[src/rtl/timer_wb_pkg.sv]
// Shared SoC definitions for the Wishbone machine timer: register offsets,
// CTRL bit positions and the byte-lane write helper.
package timer_wb_pkg;

  typedef logic [2:0] reg_off_t;

  localparam reg_off_t OFF_MTIME_LO    = 3'd0;
  localparam reg_off_t OFF_MTIME_HI    = 3'd1;
  localparam reg_off_t OFF_MTIMECMP_LO = 3'd2;
  localparam reg_off_t OFF_MTIMECMP_HI = 3'd3;
  localparam reg_off_t OFF_CTRL        = 3'd4;
  localparam reg_off_t OFF_PRESCALE    = 3'd5;

  localparam int CTRL_EN_BIT = 0;

  // Replace the bytes of old selected by sel with the matching bytes of dat.
  function automatic logic [31:0] byte_merge(input logic [31:0] old,
                                             input logic [31:0] dat,
                                             input logic [3:0]  sel);
    logic [31:0] res;
    res = old;
    for (int i = 0; i < 4; i++) begin
      if (sel[i]) begin
        res[8*i +: 8] = dat[8*i +: 8];
      end else begin
        res[8*i +: 8] = old[8*i +: 8];
      end
    end
    return res;
  endfunction

endpackage

[src/rtl/timer_wb_prescaler.sv]
// Prescaler for the machine timer: counts enabled cycles and emits a
// one-cycle tick each time the count reaches the programmed limit.
module timer_prescaler #(
  parameter int PRESCALE_W = 16
) (
  input  logic                  clk,
  input  logic                  rst,
  input  logic                  en,
  input  logic                  clr,
  input  logic [PRESCALE_W-1:0] prescale,
  output logic                  tick
);

  logic [PRESCALE_W-1:0] pcnt;
  logic                  at_limit;

  assign at_limit = (pcnt == prescale);
  assign tick     = en & at_limit;

  // Prescale counter; a clear request wins over counting.
  always_ff @(posedge clk) begin
    if (rst) begin
      pcnt <= '0;
    end else if (clr) begin
      pcnt <= '0;
    end else if (en) begin
      pcnt <= at_limit ? '0 : pcnt + PRESCALE_W'(1'b1);
    end
  end

endmodule

[src/rtl/timer_wb.sv]
// RISC-V style machine timer (MTIME/MTIMECMP) on a Wishbone classic slave port
// with a programmable prescaler and a level timer interrupt.
module timer_wb
  import timer_wb_pkg::*;
#(
  parameter int          PRESCALE_W = 16,
  parameter logic [63:0] CMP_RESET  = 64'hFFFF_FFFF_FFFF_FFFF
) (
  input  logic        wb_clk,
  input  logic        wb_rst,
  input  logic [31:0] wb_adr,
  input  logic [31:0] wb_dat,
  input  logic [3:0]  wb_sel,
  input  logic        wb_we,
  input  logic        wb_cyc,
  input  logic        wb_stb,
  output logic [31:0] wb_rdt,
  output logic        wb_ack,
  output logic        timer_irq
);

  logic [63:0]           mtime;
  logic [63:0]           mtimecmp;
  logic                  en;
  logic [PRESCALE_W-1:0] prescale;
  logic [31:0]           shadow;
  logic                  tick;
  logic                  pcnt_clr;

  logic                  req;
  logic                  rd;
  logic                  wr;
  reg_off_t              off;
  logic [31:0]           rd_data;

  logic wr_mtime_lo;
  logic wr_mtime_hi;
  logic wr_cmp_lo;
  logic wr_cmp_hi;
  logic wr_ctrl;
  logic wr_prescale;
  logic unused_adr;

  assign req = wb_cyc & wb_stb & ~wb_ack;
  assign rd  = req & ~wb_we;
  assign wr  = req & wb_we;
  assign off = wb_adr[4:2];

  assign unused_adr = ^{wb_adr[31:5], wb_adr[1:0]};

  assign wr_mtime_lo = wr & (off == OFF_MTIME_LO);
  assign wr_mtime_hi = wr & (off == OFF_MTIME_HI);
  assign wr_cmp_lo   = wr & (off == OFF_MTIMECMP_LO);
  assign wr_cmp_hi   = wr & (off == OFF_MTIMECMP_HI);
  assign wr_ctrl     = wr & (off == OFF_CTRL);
  assign wr_prescale = wr & (off == OFF_PRESCALE);

  // Restart the prescale phase on a new limit or when the timer is switched on.
  assign pcnt_clr = wr_prescale
                  | (wr_ctrl & wb_sel[CTRL_EN_BIT/8] & wb_dat[CTRL_EN_BIT] & ~en);

  timer_prescaler #(
    .PRESCALE_W(PRESCALE_W)
  ) u_prescaler (
    .clk      (wb_clk),
    .rst      (wb_rst),
    .en       (en),
    .clr      (pcnt_clr),
    .prescale (prescale),
    .tick     (tick)
  );

  // Read data mux; MTIME_HI returns the value latched by the last MTIME_LO read.
  always_comb begin
    rd_data = 32'h0000_0000;
    case (off)
      OFF_MTIME_LO:    rd_data = mtime[31:0];
      OFF_MTIME_HI:    rd_data = shadow;
      OFF_MTIMECMP_LO: rd_data = mtimecmp[31:0];
      OFF_MTIMECMP_HI: rd_data = mtimecmp[63:32];
      OFF_CTRL:        rd_data[CTRL_EN_BIT] = en;
      OFF_PRESCALE:    rd_data = 32'(prescale);
      default:         rd_data = 32'h0000_0000;
    endcase
  end

  // Bus response: one-cycle ack after each request, data only alongside it.
  always_ff @(posedge wb_clk) begin
    if (wb_rst) begin
      wb_ack <= 1'b0;
      wb_rdt <= 32'h0000_0000;
    end else begin
      wb_ack <= req;
      wb_rdt <= rd ? rd_data : 32'h0000_0000;
    end
  end

  // High-word snapshot taken on every MTIME_LO read.
  always_ff @(posedge wb_clk) begin
    if (wb_rst) begin
      shadow <= 32'h0000_0000;
    end else if (rd && (off == OFF_MTIME_LO)) begin
      shadow <= mtime[63:32];
    end
  end

  // MTIME: a bus write to either half suppresses that cycle's tick.
  always_ff @(posedge wb_clk) begin
    if (wb_rst) begin
      mtime <= 64'h0;
    end else if (wr_mtime_lo) begin
      mtime[31:0] <= byte_merge(mtime[31:0], wb_dat, wb_sel);
    end else if (wr_mtime_hi) begin
      mtime[63:32] <= byte_merge(mtime[63:32], wb_dat, wb_sel);
    end else if (tick) begin
      mtime <= mtime + 64'd1;
    end
  end

  // Compare value, enable and prescale limit registers.
  always_ff @(posedge wb_clk) begin
    if (wb_rst) begin
      mtimecmp <= CMP_RESET;
      en       <= 1'b0;
      prescale <= '0;
    end else begin
      if (wr_cmp_lo) begin
        mtimecmp[31:0] <= byte_merge(mtimecmp[31:0], wb_dat, wb_sel);
      end
      if (wr_cmp_hi) begin
        mtimecmp[63:32] <= byte_merge(mtimecmp[63:32], wb_dat, wb_sel);
      end
      if (wr_ctrl && wb_sel[CTRL_EN_BIT/8]) begin
        en <= wb_dat[CTRL_EN_BIT];
      end
      if (wr_prescale) begin
        prescale <= PRESCALE_W'(byte_merge(32'(prescale), wb_dat, wb_sel));
      end
    end
  end

  // Interrupt level follows the registered compare result.
  always_ff @(posedge wb_clk) begin
    if (wb_rst) begin
      timer_irq <= 1'b0;
    end else begin
      timer_irq <= en & (mtime >= mtimecmp);
    end
  end

endmodule

[config.mk]
export PLATFORM = sky130hd
export DESIGN_NAME = timer_wb
export DESIGN_NICKNAME = d
export VERILOG_FILES = /design/src/rtl/timer_wb_pkg.sv /design/src/rtl/timer_wb_prescaler.sv /design/src/rtl/timer_wb.sv
export SDC_FILE = /design/constraint.sdc
export NUM_CORES = 1
export LEC_CHECK = 0
export CORE_ASPECT_RATIO = 1.4
export CORE_MARGIN = 2
export CORE_UTILIZATION = 50
export CTS_CLUSTER_SIZE = 12
export DETAILED_ROUTE_END_ITERATION = 10
export DONT_BUFFER_PORTS = 1
export GPL_ROUTABILITY_DRIVEN = 0
export HOLD_SLACK_MARGIN = 0.03
export PLACE_DENSITY = 0.68
export SLEW_MARGIN = 20
export SYNTH_ARGS = -nofsm -noshare
export SYNTH_HDL_FRONTEND = slang
export SYNTH_SLANG_ARGS = --single-unit
[constraint.sdc]
create_clock -name wb_clk -period 2.4 [get_ports wb_clk]
set_input_delay 0.24 -clock wb_clk [delete_from_list [all_inputs] [get_ports wb_clk]]
set_output_delay 0.24 -clock wb_clk [all_outputs]
set_load 0.01 [all_outputs]
==> flow_summary.json <==
{
  "dr.pass1.iters": 6,
  "final_cell_area_um2": 14900,
  "power_frac_comb_pct": 5.8,
  "rr_worst_depth": 9,
  "core_area_um2": 25200,
  "clock.fmax_mhz": 422,
  "cp_cell_sequence": "buf_4 > ha_1 > and3_1 > nand4_1 > nor4_4 > buf_12 > nand4_1 > a221o_1 > o21ai_0",
  "drcViolationCount": 0,
  "multi_input_area_um2": 7520,
  "instances_no_fill": 2031,
  "fin_skew_ps": 24.9,
  "die_y_um": 193,
  "yosys.area_share.adder_pct": 6.49,
  "wl_um": 48800,
  "pin_count": 107,
  "start_util_pct": 50.5,
  "ys_seq_area_share_pct": 35.7,
  "p_total_uw": 7960,
  "timing.final.crit_share_pct": 98.6,
  "worst_path_most_repeated_cell": "nand4_1",
  "synth-compound-area-share_pct": 25.6,
  "drt-initial-drc-count": 1301,
  "maxCapViolCount": 0,
  "synth_top_family_by_area": "compound AO/OA/AOI/OAI gates",
  "synth_nets": 1768,
  "routed_via_density": 6.56,
  "synth-simple-area-share_pct": 22.5,
  "critPathArrivalTime_ps": 2830,
  "tightest_slew_ps": 867,
  "yosysWarnings": 0,
  "drv_slew": 0,
  "synth.distinct_cells": 70,
  "leakage_uw": 0.00594,
  "syn2layout_area_growth_pct": 17.4,
  "seqCellArea_um2": 4550,
  "cp_max_fo": 14,
  "maxSlewHeadroom_pct": 41.6,
  "synth_mux_area_share_pct": 1.51,
  "die_w_um": 139,
  "grt_max_degree": 95,
  "start_kind": "flip-flop",
  "path_class": "flip-flop to flip-flop",
  "crit_path_end_kind": "flip-flop",
  "finalNetCount": 1828,
  "fin_setup_tns_ps": 0,
  "reg2reg_to": "mtime[50]$_SDFFE_PP0P_",
  "ys_ff_latch": 227,
  "period_minus_slack_ps": 2370,
  "synth_commonest_cells": "276 x nand2_1, 227 x dfxtp_1, 147 x a21oi_1, 101 x clkbuf_1, 97 x nor2_1",
  "wire_per_inst_um": 24.0,
  "vias": 13300,
  "synth_top_area_share_pct": 35.7,
  "synthXorXnorAreaFrac_pct": 2.13,
  "path_clk_slew_ps": 60,
  "antenna_found_initial": 5,
  "clk_latency_ps": 550,
  "grt_pass1_vias": 12700,
  "synth.top_cells.by_area": "dfxtp_1 36%, nand2_1 8.1%, ha_1 6.5%",
  "final.setup.worst_slack_ps": 32.5,
  "outcome": "finished, final reports clean",
  "synth-main-ff-cell": "dfxtp_1",
  "required_ps": 2870,
  "switching_power_uw": 1870,
  "cts-root-buf": "clkbuf_16",
  "holdPathEnd": "wb_rdt[6]$_SDFF_PP0_",
  "holdPathStages": 3,
  "clk_path_buf_depth": 3,
  "synth.most_common_cell": "nand2_1",
  "regToRegStartpoint": "mtime[0]$_SDFFE_PP0P_",
  "port_buffers": 0,
  "worst_path_largest_cell_delay_ps": 380,
  "ant_nets": 0,
  "setup_viol": 0,
  "dp.final_hpwl_um": 33200,
  "pwr_density_cell_nw_per_um2": 533,
  "placed_cell_area_um2": 13600,
  "hold_path_class": "input port to flip-flop",
  "pwr-share-seq_pct": 47.6,
  "numCtsBuffers": 24,
  "avgSynthCellArea_um2": 7.81,
  "syn-cell-area_um2": 12700,
  "cp_slowest_cell": "nor4_4",
  "dieArea_um2": 26800,
  "place_inst": 1936,
  "synthCells": 1629,
  "worstHoldStart": "wb_adr[3]",
  "grt_pass1_wl_um": 74100,
  "post-place-ws_ps": -1.52,
  "swShare_pct": 23.5,
  "clockPowerShare_pct": 46.5,
  "clock_sinks": 227,
  "yosysTopAreaCell": "dfxtp_1",
  "n_fill_cell": 2319,
  "cts_setup_buffers": 0,
  "drive_gt1_share_pct": 10.9,
  "hold_violations": 0,
  "htree_levels": 1,
  "row_count": 69,
  "rrSetupSlack_ps": 30,
  "ir_worst_vdd_uv": 646,
  "synth_edf_count": 0,
  "async_flop_share_pct": 0,
  "p_int_uw": 6090,
  "grt-ovfl-total": 0,
  "cts_tree": "done",
  "grtUsageTotal_pct": 35.5
}
## area by class of cell
| type | count | share of cell area, % |
|---|---|---|
| Tap cell | 319 | 2.67 |
| Antenna cell | 9 | 0.151 |
| Sequential cell | 227 | 30.4 |
| Timing Repair Buffer | 154 | 9.29 |
| Clock inverter | 2 | 0.234 |
| Multi-Input combinational cell | 1201 | 50.3 |
| Clock buffer | 38 | 4.85 |
| Inverter | 81 | 2.04 |
## cells by family after synthesis
kind of cell / count (synthesis)
and+or+nand+nor: 605
AOI/OAI and AO/OA: 481
DFF: 227
buffers and inverters: 201
adders and majority gates: 66
xor gates and xnor gates: 31
muxes: 18
## how the worst max path moves through the flow
stage	start	end	slack, ps	depth (start not counted)
2_1_floorplan	mtime[1]$_SDFFE_PP0P_	mtime[48]$_SDFFE_PP0P_	30	7
3_3_place_gp	mtime[0]$_SDFFE_PP0P_	timer_irq$_SDFF_PP0_	10	8
3_5_place_dp	mtime[0]$_SDFFE_PP0P_	mtime[48]$_SDFFE_PP0P_	-2	8
4_1_cts	mtime[0]$_SDFFE_PP0P_	timer_irq$_SDFF_PP0_	5	8
5_1_grt	mtime[0]$_SDFFE_PP0P_	mtime[58]$_SDFFE_PP0P_	-30	9
6_report	mtime[0]$_SDFFE_PP0P_	mtime[50]$_SDFFE_PP0P_	30	9
## power groups by stage
stage / Sequential (uW) / Clock (uW) / Combinational, uW
after floorplan: 3870 / 0 / 223
after global placement: 3880 / 0 / 281
after detailed placement: 3880 / 0 / 283
after CTS: 3790 / 3750 / 446
after global routing: 3790 / 3880 / 478
final: 3790 / 3710 / 464
## registers in the layout, indices dropped and copies added, names as in the netlist
name	flops
mtimecmp	64
wb_ack	1
en	1
timer_irq	1
shadow	32
u_prescaler.pcnt	16
prescale	16
wb_rdt	32
mtime	64
## layer usage
layer	GRT usage, %	wire length (um)	part of all wire (%)	vias to the layer above
met1	40.6	17700	36	6237
met3	6.10	3750	7.7	255
met4	29.6	4860	10	0
li1	-	-	-	6102
met2	58.0	22400	46	738
met5	0	0	0	-
## cells in the final DEF (no fill, tap or decap), drive strengths merged, types with 28 or more instances in the layout
cell	n
o211ai	72
buf	109
nor3	31
nand3	60
dfxtp	227
nand4	45
ha	66
clkbuf	38
a31oi	28
and3	31
dlygate4sd3	45
inv	80
nor2	97
a22oi	48
nand2	276
o21ai	47
a21oi	147
## timing repair
| action | in CTS | in global routing |
|---|---|---|
| resized for setup | 2 | 21 |
| hold buffers | 46 | 0 |
| setup endpoints to repair | 2 | 44 |
| pin swaps | 2 | 3 |
| endpoints found under the hold margin | 184 | 0 |
## critical path, delay by kind of cell, from the launching register on
kind,cells,cell delay (ps)
AO/OA/AOI/OAI,2,390
flip-flops,1,330
adder cells (fa/ha/maj),1,230
AND/OR/NAND/NOR,4,1000
buffers and inverters,2,330
## stage by stage
step	util [%]	hold WS, ps
after global placement	54.0	327
after floorplan	-	379
after global routing	59.2	50.2
after CTS	58.9	34.3
final	59.3	36.3
after detailed placement	54.0	330
Power figures use the tool's default switching activity.
